## src/rtl/uart_alu_frame_ctrl.sv

```systemverilog
// rtl/uart_alu_frame_ctrl.sv - UART command-frame assembler, ALU operand/result sequencer and tx serialiser
module uart_alu_frame_ctrl #(
    parameter int DATA_BITS      = 8,
    parameter int OPND_BYTES     = 2,
    parameter int OPC_BITS       = 6,
    parameter int TIMEOUT_CYCLES = 100000
) (
    input  logic                            i_clock,
    input  logic                            i_reset,
    input  logic [DATA_BITS-1:0]            i_rx_data,
    input  logic                            i_rx_valid,
    output logic [DATA_BITS*OPND_BYTES-1:0] o_opnd_a,
    output logic [DATA_BITS*OPND_BYTES-1:0] o_opnd_b,
    output logic [OPC_BITS-1:0]             o_opcode,
    input  logic [DATA_BITS*OPND_BYTES-1:0] i_alu_result,
    output logic [DATA_BITS-1:0]            o_tx_data,
    output logic                            o_tx_start,
    input  logic                            i_tx_available,
    output logic                            o_busy,
    output logic                            o_frame_err,
    output logic                            o_overrun,
    output logic [2:0]                      o_state
);

    localparam int OPND_W = DATA_BITS * OPND_BYTES;
    localparam int CNT_W  = $clog2(OPND_BYTES + 1);
    localparam int TO_W   = $clog2(TIMEOUT_CYCLES);

    typedef enum logic [2:0] {
        S_RX_A    = 3'd0,
        S_RX_B    = 3'd1,
        S_RX_OP   = 3'd2,
        S_EXEC    = 3'd3,
        S_TX_WAIT = 3'd4,
        S_TX_BUSY = 3'd5
    } state_t;

    state_t              state_q, state_d;
    logic [CNT_W-1:0]    cnt_q, cnt_d;
    logic [CNT_W-1:0]    txcnt_q, txcnt_d;
    logic [TO_W-1:0]     to_q, to_d;
    logic [OPND_W-1:0]   opnd_a_q, opnd_a_d;
    logic [OPND_W-1:0]   opnd_b_q, opnd_b_d;
    logic [OPC_BITS-1:0] opc_q, opc_d;
    logic [OPND_W-1:0]   res_q, res_d;
    logic [DATA_BITS-1:0] tx_data_q, tx_data_d;
    logic                tx_start_q, tx_start_d;
    logic                frame_err_q, frame_err_d;
    logic                overrun_q, overrun_d;

    logic partial;
    logic expire;
    logic last_rx_byte;
    logic last_tx_byte;
    logic busy_state;

    assign busy_state   = (state_q == S_EXEC) || (state_q == S_TX_WAIT) || (state_q == S_TX_BUSY);
    // A frame is in progress once any byte of it has been taken in
    assign partial      = (state_q == S_RX_B) || (state_q == S_RX_OP) ||
                          ((state_q == S_RX_A) && (cnt_q != '0));
    // A byte landing on the expiry cycle wins over the timeout
    assign expire       = partial && !i_rx_valid && (to_q == TO_W'(TIMEOUT_CYCLES - 1));
    assign last_rx_byte = (cnt_q == CNT_W'(OPND_BYTES - 1));
    assign last_tx_byte = (txcnt_q == CNT_W'(OPND_BYTES - 1));

    // Inter-byte timeout counter: runs only while a frame is partial
    always_comb begin
        to_d = to_q + 1'b1;
        if (!partial || i_rx_valid || expire) begin
            to_d = '0;
        end
    end

    // Next-state, operand assembly, result capture and tx sequencing
    always_comb begin
        state_d     = state_q;
        cnt_d       = cnt_q;
        txcnt_d     = txcnt_q;
        opnd_a_d    = opnd_a_q;
        opnd_b_d    = opnd_b_q;
        opc_d       = opc_q;
        res_d       = res_q;
        tx_data_d   = tx_data_q;
        tx_start_d  = 1'b0;
        frame_err_d = frame_err_q;
        overrun_d   = overrun_q;

        case (state_q)
            S_RX_A, S_RX_B: begin
                if (i_rx_valid) begin
                    for (int i = 0; i < OPND_BYTES; i++) begin
                        if (cnt_q == CNT_W'(i)) begin
                            if (state_q == S_RX_A) begin
                                opnd_a_d[i*DATA_BITS +: DATA_BITS] = i_rx_data;
                            end else begin
                                opnd_b_d[i*DATA_BITS +: DATA_BITS] = i_rx_data;
                            end
                        end
                    end
                    if (last_rx_byte) begin
                        cnt_d   = '0;
                        state_d = (state_q == S_RX_A) ? S_RX_B : S_RX_OP;
                    end else begin
                        cnt_d = cnt_q + 1'b1;
                    end
                end else if (expire) begin
                    state_d     = S_RX_A;
                    cnt_d       = '0;
                    frame_err_d = 1'b1;
                end
            end
            S_RX_OP: begin
                if (i_rx_valid) begin
                    opc_d   = i_rx_data[OPC_BITS-1:0];
                    state_d = S_EXEC;
                end else if (expire) begin
                    state_d     = S_RX_A;
                    cnt_d       = '0;
                    frame_err_d = 1'b1;
                end
            end
            S_EXEC: begin
                res_d   = i_alu_result;
                txcnt_d = '0;
                state_d = S_TX_WAIT;
            end
            S_TX_WAIT: begin
                if (i_tx_available) begin
                    tx_start_d = 1'b1;
                    tx_data_d  = res_q[DATA_BITS-1:0];
                    state_d    = S_TX_BUSY;
                end
            end
            S_TX_BUSY: begin
                // tx_uart dropping available means it took the byte
                if (!i_tx_available) begin
                    res_d   = res_q >> DATA_BITS;
                    txcnt_d = txcnt_q + 1'b1;
                    state_d = last_tx_byte ? S_RX_A : S_TX_WAIT;
                end
            end
            default: begin
                state_d = S_RX_A;
                cnt_d   = '0;
            end
        endcase

        if (i_rx_valid && busy_state) begin
            overrun_d = 1'b1;
        end
    end

    // State and datapath registers with asynchronous reset
    always_ff @(posedge i_clock or posedge i_reset) begin
        if (i_reset) begin
            state_q     <= S_RX_A;
            cnt_q       <= '0;
            txcnt_q     <= '0;
            to_q        <= '0;
            opnd_a_q    <= '0;
            opnd_b_q    <= '0;
            opc_q       <= '0;
            res_q       <= '0;
            tx_data_q   <= '0;
            tx_start_q  <= 1'b0;
            frame_err_q <= 1'b0;
            overrun_q   <= 1'b0;
        end else begin
            state_q     <= state_d;
            cnt_q       <= cnt_d;
            txcnt_q     <= txcnt_d;
            to_q        <= to_d;
            opnd_a_q    <= opnd_a_d;
            opnd_b_q    <= opnd_b_d;
            opc_q       <= opc_d;
            res_q       <= res_d;
            tx_data_q   <= tx_data_d;
            tx_start_q  <= tx_start_d;
            frame_err_q <= frame_err_d;
            overrun_q   <= overrun_d;
        end
    end

    assign o_opnd_a    = opnd_a_q;
    assign o_opnd_b    = opnd_b_q;
    assign o_opcode    = opc_q;
    assign o_tx_data   = tx_data_q;
    assign o_tx_start  = tx_start_q;
    assign o_busy      = busy_state;
    assign o_frame_err = frame_err_q;
    assign o_overrun   = overrun_q;
    assign o_state     = state_q;

endmodule

```

## config.mk

```make
export PLATFORM = sky130hd
export DESIGN_NAME = uart_alu_frame_ctrl
export DESIGN_NICKNAME = d
export VERILOG_FILES = /design/src/rtl/uart_alu_frame_ctrl.sv
export SDC_FILE = /design/constraint.sdc
export NUM_CORES = 1
export LEC_CHECK = 0
export ABC_CLOCK_PERIOD_IN_PS = 9800
export BUFFER_PORTS_ARGS = -buffer_cell sky130_fd_sc_hd__buf_2
export CAP_MARGIN = 10
export CORE_AREA = 2 2 91 93
export DETAILED_ROUTE_END_ITERATION = 10
export DIE_AREA = 0 0 93 95
export GPL_TIMING_DRIVEN = 0
export HOLD_SLACK_MARGIN = 0.1
export PLACE_DENSITY_LB_ADDON = 0.15
export SLEW_MARGIN = 20
export SYNTH_ARGS = -nofsm -noshare
export SYNTH_HDL_FRONTEND = slang
export SYNTH_SLANG_ARGS = --single-unit
```

## constraint.sdc

```tcl
create_clock -name i_clock -period 9.8 [get_ports i_clock]
set_input_delay 2.45 -clock i_clock [delete_from_list [all_inputs] [get_ports i_clock]]
set_output_delay 2.45 -clock i_clock [all_outputs]
set_load 0.01 [all_outputs]
```

# Word-level counts from Yosys, hierarchy flattened
# Cells that the tools add are included.
[totals]
regBits = 89
input_bits = 28
output_inout_bits = 53
elab_cells = 82
[op_classes]
n_reduce_logical = 29
bitwise = 3
n_eq_ne = 12
addsub = 3
n_mux = 21
[ops]
columns = ["op", "count"]
rows = [
  ["one-hot mux 16 bit (2 select lines)", 1],
  ["2-to-1 mux 3 bit", 7],
  ["adder 17 x 1 -> 17 bit (second input constant)", 1],
  ["== test 17 bit (second input constant)", 1],
  ["2-to-1 mux 17 bit", 1],
  ["2-to-1 mux 16 bit", 1],
  ["AND reduction 4 bit", 4],
  ["one-hot mux 3 bit (5 select lines)", 1],
  ["2-to-1 mux 2 bit", 6],
  ["AND reduction 2 bit", 4],
  ["== test 3 x 2 -> 1 bit (second input constant)", 2],
  ["== test 3 bit (second input constant)", 2],
  ["logical OR 1 bit", 6],
  ["inequality test 2 bit (second input constant)", 3],
  ["one-hot mux 2 bit (3 select lines)", 1],
  ["AND reduction 3 bit", 2],
  ["OR reduction 3 bit", 2],
  ["adder 2 x 1 -> 2 bit (second input constant)", 2],
  ["== test 2 x 1 -> 1 bit (second input constant)", 2],
  ["logical AND 1 bit", 4],
  ["one-hot mux 2 bit (2 select lines)", 1],
  ["nonzero test 2 bit", 2],
  ["== test 3 x 1 -> 1 bit (second input constant)", 1],
  ["logical NOT 3 bit", 1],
  ["other kinds (6)", 10],
]

# Logic depth before layout (Yosys ltp)
[depth]
word_depth = 8
depth_mapped = 8
depth_no_buf = 5

# Worst setup path before layout
# No wires, ideal clock.
[synth_path]
kind = "register to output"
start = "reg state_q[0], in the netlist o_state[0]"
end = "out o_busy"
path_buffers = 1
arrival_time_ps = 1178
slack_ps = 6172
stages_incl_launch_ff = 5
path_cell_list = "dfrtp_1 buf_2 nor2b_1 nand2_1 nand2_1"
[synth_via]
elab_chain_len = 3
elab_cells_between_ends = 5
cone_classes = "eq/ne: 3; reduce/logical: 2"
[synth_rtl]
columns = ["element", "line", "text"]
rows = [
  ["start: declaration", "38", "state_t state_q, state_d;"],
  ["start signal: assignment", "169", "state_q <= state_d;"],
  ["== test 3 x 2 -> 1 bit or == test 3 bit (tied branches)", "57", "assign busy_state = (state_q == S_EXEC) || (state_q == S_TX_WAIT) || (state_q == S_TX_BUSY);"],
  ["logical OR 1 bit", "57", ""],
  ["logical OR 1 bit *", "57", ""],
  ["end: declaration", "19", "output logic o_busy,"],
]
# Every way passes the cells marked *; elsewhere a longest branch is shown, timed or not.

# Worst setup path in the final report
# Ends and elaborated chain as after synthesis.

==> impl_metrics.ini <==
[cells_and_area]
syn_to_final_growth_pct = 19.52
nNetsFinal = 422
antennaDiodeCount = 0
nFillCells = 727
final_cell_count_no_fill = 502
seqCellArea_sq_um = 2227
drive_gt1_share_pct = 42.07
fin_util_pct = 57.59
multi_input_area_sq_um = 1483

[clocking]
clock_latency_ps = 340
h-tree-depth = 3
tritoncts = done
clkTransAtPathRegs_ps = 90
clock-sinks = 89
cts_root_buf = clkbuf_8
cts-resized-gates = 0
cts.path.max_buffers = 2
post_cts_buffers = 0
numCtsBuffers = 9
cts_hold_buffers = 0

[global_routing]
grt_use_total_pct = 18.24
grt_pass1_vias = 2537
grt_max_degree = 59
antenna_found_initial = 0
overflow = 0
grt_first_pass_wirelength_mm = 12.43

[logic_synthesis]
synth_top_cell_by_area = dfrtp_1
synth-main-ff-cell = dfrtp_1
netlist_top_cells_area = dfrtp_1 (58%), mux2_2 (14%), xor2_1 (2.8%)
ys_async_sr_fraction_pct = 100.0
synth-edff-count = 0
synth-seq-cells = 89
yosysWarnings = 0
syn_nets = 331
netlist-cell-type-count = 48
netlist.area_leader.share_pct = 58.30
yosysSeqAreaShare_pct = 58.30
avgSynthCellArea_sq_um = 12.69
synth_common_cells = dfrtp_1 (89), mux2_2 (47), nand2_1 (24)
yosysMostFrequentCell = dfrtp_1
netlist_instances = 301
netlist_area_sq_um = 3820

[placed_design]
dpl.cell_count = 486
post-place-ws_ps = 5922
gp_congestion = 0.8314
dpl.hpwl_mm = 5.267
io_buffers = 79

[sta]
fin_skew_ps = 10.94
fin_crit_ps = 4218
fmax_mhz = 237.1
setup_ws_ps = 5582
max_slew.worst_pin.slew_ps = 467.7
hold_viol_final = 0
slew_headroom_pct = 68.74
grt_setup_unrepaired = no
tns_ps = 0
drv_slew = 0
fin_crit_sh_pct = 43.04
setup-violations-final = 0

[routing]
drc_errors = 0
drt.antenna.violating_nets = 0
routed_wl_mm = 7.561
drt_iter0_drc = 100
viasPerCell = 5.189
drt-pass1-iter-count = 4
via_count = 2605
routedWlPerCell_um = 15.06

[die]
core_area_sq_um = 7928
initial_utilization_pct = 48.18
rows = 33
dieArea_sq_um = 8835
num_io_pins = 81
die_x_um = 93
die_y_um = 95

[critical_path]
critPathRequiredTime_ps = 7350
rrSetupSlack_ps = 7960
crit_path_max_fanout = 10
worstSetupStartpointType = flop
cp-end-kind = output port
cp_data_arrival_time_ps = 1770
criticalPathCategory = reg -> out

[status]
outcome = finished clean

[run]
drv_cap = 0

[worst_hold_path]
hold_class = reg -> reg

[power]
leakage_nw = 2.229
power.density_nw_per_um2 = 277.6
peakVddDrop_mv = 0.1241
## final timing paths
kind / startpoint / end / depth (start not counted)
min reg2reg: o_overrun / o_overrun / 1
min in group asynchronous: i_reset / o_opnd_b[5] / 2
min: o_overrun / o_overrun / 1
max: o_state[0] / o_busy / 5
max in group asynchronous: i_reset / to_q[15] / 3
max reg2reg: o_state[1] / o_tx_data[3] / 6
## final cells by class
type	count	share of cell area, %
Inverter	5	0.4659
Clock inverter	5	0.8221
Sequential cell	89	48.78
Clock buffer	11	3.316
Timing Repair Buffer	80	9.263
Multi-Input combinational cell	193	32.47
Buffer	14	2.001
Tap cell	105	2.877
## sequential cells by signal, summed over array words and instances, names as in the netlist, 2 cells and up
name	count
to_q	17
txcnt_q	2
o_opnd_a	16
res_q	16
o_opnd_b	16
o_tx_data	8
o_state	3
o_opcode	6
cnt_q	2
## cell usage in the layout (no fill, tap or decap), types with 3 or more instances in the layout
master / n
a21oi_1: 3
a22o_1: 9
buf_2: 86
buf_6: 3
clkbuf_8: 11
dfrtp_1: 89
inv_1: 4
mux2_2: 47
mux2i_1: 9
nand2_1: 24
nand3_1: 5
nand4_1: 7
nor2_1: 18
nor2b_1: 4
o21ai_0: 14
xor2_1: 12
## metal layers
layer / global-route usage, % / part of all wire, % / up-vias
li1: - / - / 1248
met1: 26.06 / 47 / 1301
met2: 26.99 / 48 / 54
met3: 5.826 / 4.7 / 2
met4: 4.779 / 0.58 / 0
met5: 0 / 0 / -
## cells by family (layout without fill, tap and decap cells)
logic type                 after synthesis  in the layout  synth area share, %
muxes                                   56             56                16.21
AOI/OAI and AO/OA                       37             37                6.453
adders and majority gates                2              2               0.6550
DFF                                     89             89                58.30
and+or+nand+nor                         85             85                12.51
xor gates and xnor gates                13             13                2.981
buffers and inverters                   19            115                2.882
## power by group
part | total (mW) | internal (mW) | switching [mW]
clock | 0.234 | 0.107 | 0.127
sequential | 0.575 | 0.506 | 0.0697
combinational | 0.458 | 0.231 | 0.227
total | 1.27 | 0.843 | 0.424
## stage by stage
stage	cell area [sq um]	power, mW	hold slack (ps)
3_5_place_dp	4377	1.049	454.2
5_1_grt	4566	1.365	491.9
3_3_place_gp	4347	1.031	435.8
6_report	4566	1.268	470.6
2_1_floorplan	3820	0.8749	443.6
4_1_cts	4566	1.289	477.2
## critical path, stage by stage, from the launching register on
cell and delay, ps:
dfrtp_1 440, buf_2 240, nor2b_1 350, nand2_1 140, nand2_1 110, buf_2 140
(Power assumes the default switching activity.)
